### src/rtl/rd_pkg.sv
// ----------------------------------------------------------------------------
// rd_pkg
// Shared constants and helpers for the rd_popcount_pipe slice.
//   RD_GRP     : bits per counting group (stage-1 split width)
//   RD_WW      : width of one group weight (0..RD_GRP)
//   rd_clog2   : ceiling log2, used to size the word popcount
//   rd_ngrp    : number of RD_GRP-bit groups covering an n-bit word
// ----------------------------------------------------------------------------
package rd_pkg;

   localparam int unsigned RD_GRP = 5;
   localparam int unsigned RD_WW  = 3;

   // Smallest r with 2**r >= v (rd_clog2(1) = 0).
   function automatic int unsigned rd_clog2(input int unsigned v);
      int unsigned r;
      r = 0;
      for (int unsigned i = 0; i < 32; i++) begin
         if ((64'(1) << i) < 64'(v)) begin
            r = i + 1;
         end
      end
      return r;
   endfunction

   // Groups needed once the word is zero-padded to a multiple of RD_GRP.
   function automatic int unsigned rd_ngrp(input int unsigned n);
      return (n + RD_GRP - 1) / RD_GRP;
   endfunction

endpackage : rd_pkg

### src/rtl/rd_grp_count.sv
// ----------------------------------------------------------------------------
// rd_grp_count
// Combinational ones-count of one RD_GRP-bit group.
//   i_bits   : group bits (input, RD_GRP)
//   o_weight : number of ones in i_bits, 0..RD_GRP (output, RD_WW)
// ----------------------------------------------------------------------------
module rd_grp_count
   import rd_pkg::*;
(
   input  logic [RD_GRP-1:0] i_bits,
   output logic [RD_WW-1:0]  o_weight
);

   // Plain adder chain; five bits is small enough that the tool picks the tree.
   always_comb begin
      o_weight = '0;
      for (int unsigned i = 0; i < RD_GRP; i++) begin
         o_weight = o_weight + RD_WW'(i_bits[i]);
      end
   end

endmodule : rd_grp_count

### src/rtl/rd_popcount_pipe.sv
// ----------------------------------------------------------------------------
// rd_popcount_pipe
// Two-stage population-count pipeline with optional per-packet accumulation.
//   Stage 1 registers one weight per 5-bit group of the input word.
//   Stage 2 sums the weights, adds the packet accumulator (mode 1) and
//   registers the result onto the output interface.
//
// Parameters
//   N      : input word width, 5..64
//   AW     : count / accumulator width, AW >= clog2(N+1)
//   THRESH : compare level for out_thresh
//
// Ports
//   clk, rst           : clock (rising edge), asynchronous active-high reset
//   in_valid/in_ready  : input handshake; in_ready = !out_valid | out_ready
//   in_data [N]        : word to count
//   in_last            : final beat of a packet (accumulate mode only)
//   mode               : 0 = per-word count, 1 = accumulate over a packet
//   out_valid/out_ready: output handshake
//   out_count [AW]     : ones counted (saturating in accumulate mode)
//   out_ovf            : accumulated count saturated
//   out_thresh         : out_count >= THRESH (only with RD_POPCOUNT_THRESH_EN)
//
// Build option
//   RD_POPCOUNT_THRESH_EN : adds the registered out_thresh port.
// ----------------------------------------------------------------------------
module rd_popcount_pipe
   import rd_pkg::*;
#(
   parameter int unsigned N      = 16,
   parameter int unsigned AW     = 8,
   parameter int unsigned THRESH = 12
) (
   input  logic          clk,
   input  logic          rst,
   input  logic          in_valid,
   output logic          in_ready,
   input  logic [N-1:0]  in_data,
   input  logic          in_last,
   input  logic          mode,
   output logic          out_valid,
   input  logic          out_ready,
   output logic [AW-1:0] out_count,
   output logic          out_ovf
`ifdef RD_POPCOUNT_THRESH_EN
   ,
   output logic          out_thresh
`endif
);

   localparam int unsigned NG = rd_ngrp(N);
   localparam int unsigned NP = NG * RD_GRP;
   localparam int unsigned PW = rd_clog2(N + 1);
   localparam int unsigned SW = AW + 1;

   // Reject configurations the datapath cannot represent.
   if (N < 5 || N > 64) begin : g_bad_n
      $error("rd_popcount_pipe: N must be in 5..64");
   end
   if (AW < PW || AW > 32) begin : g_bad_aw
      $error("rd_popcount_pipe: AW must hold N and be at most 32");
   end
   if (64'(THRESH) > ((64'(1) << AW) - 64'(1))) begin : g_bad_thresh
      $error("rd_popcount_pipe: THRESH must be representable in AW bits");
   end

   // ---------------------------------------------------------------------
   // Handshake: the whole pipe moves together whenever the output slot frees
   // ---------------------------------------------------------------------
   logic w_adv;
   logic w_accept;

   assign w_adv    = !out_valid || out_ready;
   assign in_ready = w_adv;
   assign w_accept = in_valid && w_adv;

   // ---------------------------------------------------------------------
   // Packet framing: mode is taken from the first beat and held until last
   // ---------------------------------------------------------------------
   logic r_in_pkt;
   logic r_mode;
   logic w_mode_eff;
   logic w_last_eff;

   assign w_mode_eff = r_in_pkt ? r_mode : mode;
   // Mode-0 words, and single-beat packets, are always their own result.
   assign w_last_eff = !w_mode_eff || in_last;

   // ---------------------------------------------------------------------
   // Stage 1: zero-pad, split into groups, count each group
   // ---------------------------------------------------------------------
   logic [NP-1:0]             w_pad;
   logic [NG-1:0][RD_WW-1:0]  w_wt;

   assign w_pad = NP'(in_data);

   for (genvar g = 0; g < NG; g++) begin : g_grp
      rd_grp_count u_grp (
         .i_bits   (w_pad[g*RD_GRP +: RD_GRP]),
         .o_weight (w_wt[g])
      );
   end

   logic                      r_s1_valid;
   logic                      r_s1_last;
   logic [NG-1:0][RD_WW-1:0]  r_s1_wt;

   // Stage-1 register and packet framing state.
   always_ff @(posedge clk or posedge rst) begin
      if (rst) begin
         r_s1_valid <= 1'b0;
         r_s1_last  <= 1'b0;
         r_s1_wt    <= '0;
         r_in_pkt   <= 1'b0;
         r_mode     <= 1'b0;
      end else if (w_adv) begin
         r_s1_valid <= in_valid;
         if (w_accept) begin
            r_s1_wt   <= w_wt;
            r_s1_last <= w_last_eff;
            r_in_pkt  <= !w_last_eff;
            r_mode    <= w_mode_eff;
         end
      end
   end

   // ---------------------------------------------------------------------
   // Stage 2: word popcount, accumulate, saturate
   // ---------------------------------------------------------------------
   logic [PW-1:0] w_pop;
   logic [AW-1:0] r_acc;
   logic          r_acc_ovf;
   logic [SW-1:0] w_sum;
   logic          w_sat;
   logic [AW-1:0] w_res;
   logic          w_ovf;

   // Sum of group weights = popcount of the word.
   always_comb begin
      w_pop = '0;
      for (int unsigned g = 0; g < NG; g++) begin
         w_pop = w_pop + PW'(r_s1_wt[g]);
      end
   end

   // The accumulator is zero outside a packet, so mode-0 words pass unchanged
   // and can never saturate (AW always covers N).
   assign w_sum = SW'(r_acc) + SW'(w_pop);
   assign w_sat = w_sum[AW];
   assign w_res = w_sat ? '1 : w_sum[AW-1:0];
   // Once saturated the accumulator pins at all-ones; the sticky flag keeps
   // the overflow visible through to the packet's final result.
   assign w_ovf = r_acc_ovf || w_sat;

   // Output register and accumulator; everything freezes while stalled.
   always_ff @(posedge clk or posedge rst) begin
      if (rst) begin
         out_valid <= 1'b0;
         out_count <= '0;
         out_ovf   <= 1'b0;
         r_acc     <= '0;
         r_acc_ovf <= 1'b0;
      end else if (w_adv) begin
         out_valid <= r_s1_valid && r_s1_last;
         if (r_s1_valid) begin
            if (r_s1_last) begin
               out_count <= w_res;
               out_ovf   <= w_ovf;
               r_acc     <= '0;
               r_acc_ovf <= 1'b0;
            end else begin
               r_acc     <= w_res;
               r_acc_ovf <= w_ovf;
            end
         end
      end
   end

`ifdef RD_POPCOUNT_THRESH_EN
   // Threshold flag registered alongside out_count so it shares the hold rule.
   logic w_thresh;

   assign w_thresh = 64'(w_res) >= 64'(THRESH);

   always_ff @(posedge clk or posedge rst) begin
      if (rst) begin
         out_thresh <= 1'b0;
      end else if (w_adv && r_s1_valid && r_s1_last) begin
         out_thresh <= w_thresh;
      end
   end
`endif

endmodule : rd_popcount_pipe

### config.mk
export PLATFORM = sky130hd
export DESIGN_NAME = rd_popcount_pipe
export DESIGN_NICKNAME = d
export VERILOG_FILES = /design/src/rtl/rd_pkg.sv /design/src/rtl/rd_grp_count.sv /design/src/rtl/rd_popcount_pipe.sv
export SDC_FILE = /design/constraint.sdc
export NUM_CORES = 1
export LEC_CHECK = 0
export BUFFER_PORTS_ARGS = -buffer_cell sky130_fd_sc_hd__buf_2
export CORE_MARGIN = 1
export CORE_UTILIZATION = 40
export DETAILED_ROUTE_END_ITERATION = 10
export SLEW_MARGIN = 15
export SYNTH_ARGS = -nofsm -noshare
export SYNTH_HDL_FRONTEND = slang
export SYNTH_HIERARCHICAL = 1
export SYNTH_SLANG_ARGS = --single-unit
### constraint.sdc
create_clock -name clk -period 4 [get_ports clk]
set_input_delay 0.2 -clock clk [delete_from_list [all_inputs] [get_ports clk]]
set_output_delay 0.2 -clock clk [all_outputs]
set_load 0.005 [all_outputs]
==> impl_metrics.csv <==
group,metric,value,unit
clock_tree,cts_buffers,5,
clock_tree,cts-hold-fix-buffers,0,
clock_tree,ctsResizeCount,0,
outcome,outcome,"finished clean",
layout,area_growth,13.6,%
worst_setup_path,cp.required,4200,ps
worst_setup_path,reg2reg_depth,11,
grt,antenna_found_initial,0,
timing,fmax,0.271,GHz
synth,synth_ff_type,"dfrtp_1",
die,dieArea,6020,um^2
die,fp.dieH,77.6,um
power_and_ir_drop,p_per_area,854,nW/um^2
clock_tree,clock_latency,280,ps
layout,nets,309,
power_and_ir_drop,leakage,0.00137,uW
power_and_ir_drop,peakVddDrop,0.000481,V
timing,finalHoldViolCount,0,
grt,grt_usage,15.0,%
die,core,5510,um^2
timing,worst_pin_slew,683,ps
synth,ys_seq_area_share,38.3,%
grt,grt_max_degree,36,
clock_tree,clk_pin_slew,70,ps
layout,drive_above_1_share,22.2,%
layout,finish.utilization,47.1,%
synth,netlist_instances,221,
timing,setup_viol,0,
worst_setup_path,rr_startpoint,"r_s1_wt[1]$_DFFE_PP0P_",
drt,drc,0,
synth,synth_top_cell_area_share,38.3,%
timing,min_period,3680,ps
layout,layout_commonest_cell,"inv_1",
clock_tree,tritoncts,"done",
clock_tree,numClockSinks,35,
synth,synth_cell_types,45,
worst_setup_path,path_class,"reg -> reg",
worst_setup_path,critPathLaunchType,"flop",
worst_hold_path,hold_path.class,"in -> async",
worst_setup_path,reg2reg_to,"r_acc[7]$_DFFE_PP0P_",
synth,yosys.area.top_type,"dfrtp_1",
worst_setup_path,crit_path_max_fanout,4,
synth,synth_area_leaders,"dfrtp_1 (38%), fa_1 (14%), ha_1 (7.7%), inv_1 (7.1%), mux2_2 (4.9%)",
die,initial_utilization,41.5,%
placement,dpl_cell_area,2510,um^2
timing,max-slew-margin-rel,54.4,%
timing,rsz0062_at_grt,"false",
layout,antennaDiodeCount,0,
synth,synth.ff_latch_count,35,
grt,first_global_vias,1518,
synth,synth_async_sr_flop_share,100,%
grt,grt_overflow,0,
synth,synth_edf_count,0,
placement,place.gp.congestion,0.823,
die,rows,27,
drt,drt_iter0_markers,59,
clock_tree,htree_num_levels,2,
worst_setup_path,cp.arrival,3880,ps
die,io_pins,33,
layout,final_cell_mix,"inv_1 (43), dfrtp_1 (35), buf_2 (32)",
layout,fin_area,2590,um^2
drt,ant_nets,0,
timing,slew_viol_final,0,
drt,vias_per_cell,4.86,
clock_tree,post-cts-setup-buffers,0,
synth,ys.warnings.count,6,
run,max_cap_violations,0,
drt,num_vias,1600,
placement,dp.final_hpwl,3.11,mm
timing,finClkSkew,6.89,ps
timing,tns,0,ps
die,die_w,77.6,um
clock_tree,cts_root_buffer,"clkbuf_8",
synth,avgSynthCellArea,10.3,um^2
drt,wire_per_inst,12.1,um
worst_setup_path,ff2ff_setup_slack,320,ps
grt,grt_pass1_wl,6.91,mm
drt,drtPass1Iterations,4,
timing,min_period_over_period,92.1,%
synth,syn_area,2280,um^2
placement,portBuffers,32,
clock_tree,cts_max_path_buffers,2,
drt,wl,3.98,mm
worst_setup_path,endpoint_kind,"flop",
-- worst max-delay path by stage --
stage               depth (start not counted)                   start              endpoint
CTS                                        11  r_s1_wt[1]$_DFFE_PP0P_  r_acc[7]$_DFFE_PP0P_
global route                               11  r_s1_wt[1]$_DFFE_PP0P_  r_acc[7]$_DFFE_PP0P_
finish                                     11  r_s1_wt[1]$_DFFE_PP0P_  r_acc[7]$_DFFE_PP0P_
floorplan                                  11  r_s1_wt[1]$_DFFE_PP0P_  r_acc[7]$_DFFE_PP0P_
detailed placement                         11  r_s1_wt[1]$_DFFE_PP0P_  r_acc[7]$_DFFE_PP0P_
global placement                           11  r_s1_wt[1]$_DFFE_PP0P_  r_acc[7]$_DFFE_PP0P_
-- where the power goes --
part | switching [uW] | total, uW | internal [uW]
clock | 119 | 254 | 135
sequential | 65.7 | 540 | 474
combinational | 842 | 1420 | 581
-- stage by stage --
step	cells	hold WS [ps]	worst slack, ps	total power [uW]
2_1_floorplan	224	297	465	1650
3_3_place_gp	322	325	402	1940
3_5_place_dp	322	329	322	1980
4_1_cts	329	18.1	300	2250
5_1_grt	329	51.1	174	2450
6_report	329	8.36	316	2220
-- flip-flops by register name, summed over array words and instances, names as in the netlist --
register and cells:
r_s1_wt 12, out_count 8, r_acc 8, out_ovf 1, out_valid 1, r_acc_ovf 1
r_in_pkt 1, r_mode 1, r_s1_last 1, r_s1_valid 1
-- synthesized netlist by cell type (2+ instances only) --
library cell,number
buf_2,4
and3_1,4
buf_6,2
o21ai_1,6
fa_1,16
a21o_1,2
a21oi_1,11
nor2_1,7
nand3_1,3
o21ai_0,8
o22ai_1,2
dfrtp_1,35
ha_1,14
o21bai_1,2
mux2_1,3
o211a_1,2
nor2b_1,3
inv_1,43
mux2_2,10
nand2_1,17
a31oi_1,3
-- cell type report --
cell class	count	area [um^2]
Sequential cell	35	876
Tap cell	72	90.1
Fill cell	528	2910
Timing Repair Buffer	33	168
Multi-Input combinational cell	139	1210
Clock inverter	1	5.00
Inverter	43	161
Clock buffer	6	82.6
-- cells by family after synthesis --
| family | Yosys count | share of synthesized area, % |
|---|---|---|
| AO/OA/AOI/OAI | 49 | 14.8 |
| XOR/XNOR | 1 | 0.383 |
| adder cells (fa/ha/maj) | 30 | 21.7 |
| buffers and inverters | 50 | 9.09 |
| flip-flops | 35 | 38.3 |
| multiplexers | 14 | 6.85 |
| other | 1 | 0.164 |
| AND/OR/NAND/NOR | 41 | 8.65 |
-- critical path, stage by stage, from the launching register on --
cell	delay (ps)
dfrtp_1	340
inv_1	60
fa_1	550
fa_1	450
fa_1	520
inv_1	40
ha_1	250
fa_1	440
a21o_1	220
a221o_1	330
and3_4	190
a211oi_2	210
-- routing by layer --
layer,wire length [um],vias to the layer above,GRT usage [%]
met3,241,2,3.53
met2,1750,45,21.6
met1,1940,757,21.5
li1,-,796,-
met4,43,0,6.23
met5,0,-,0
No activity file was read; power rests on OpenSTA's default activity.
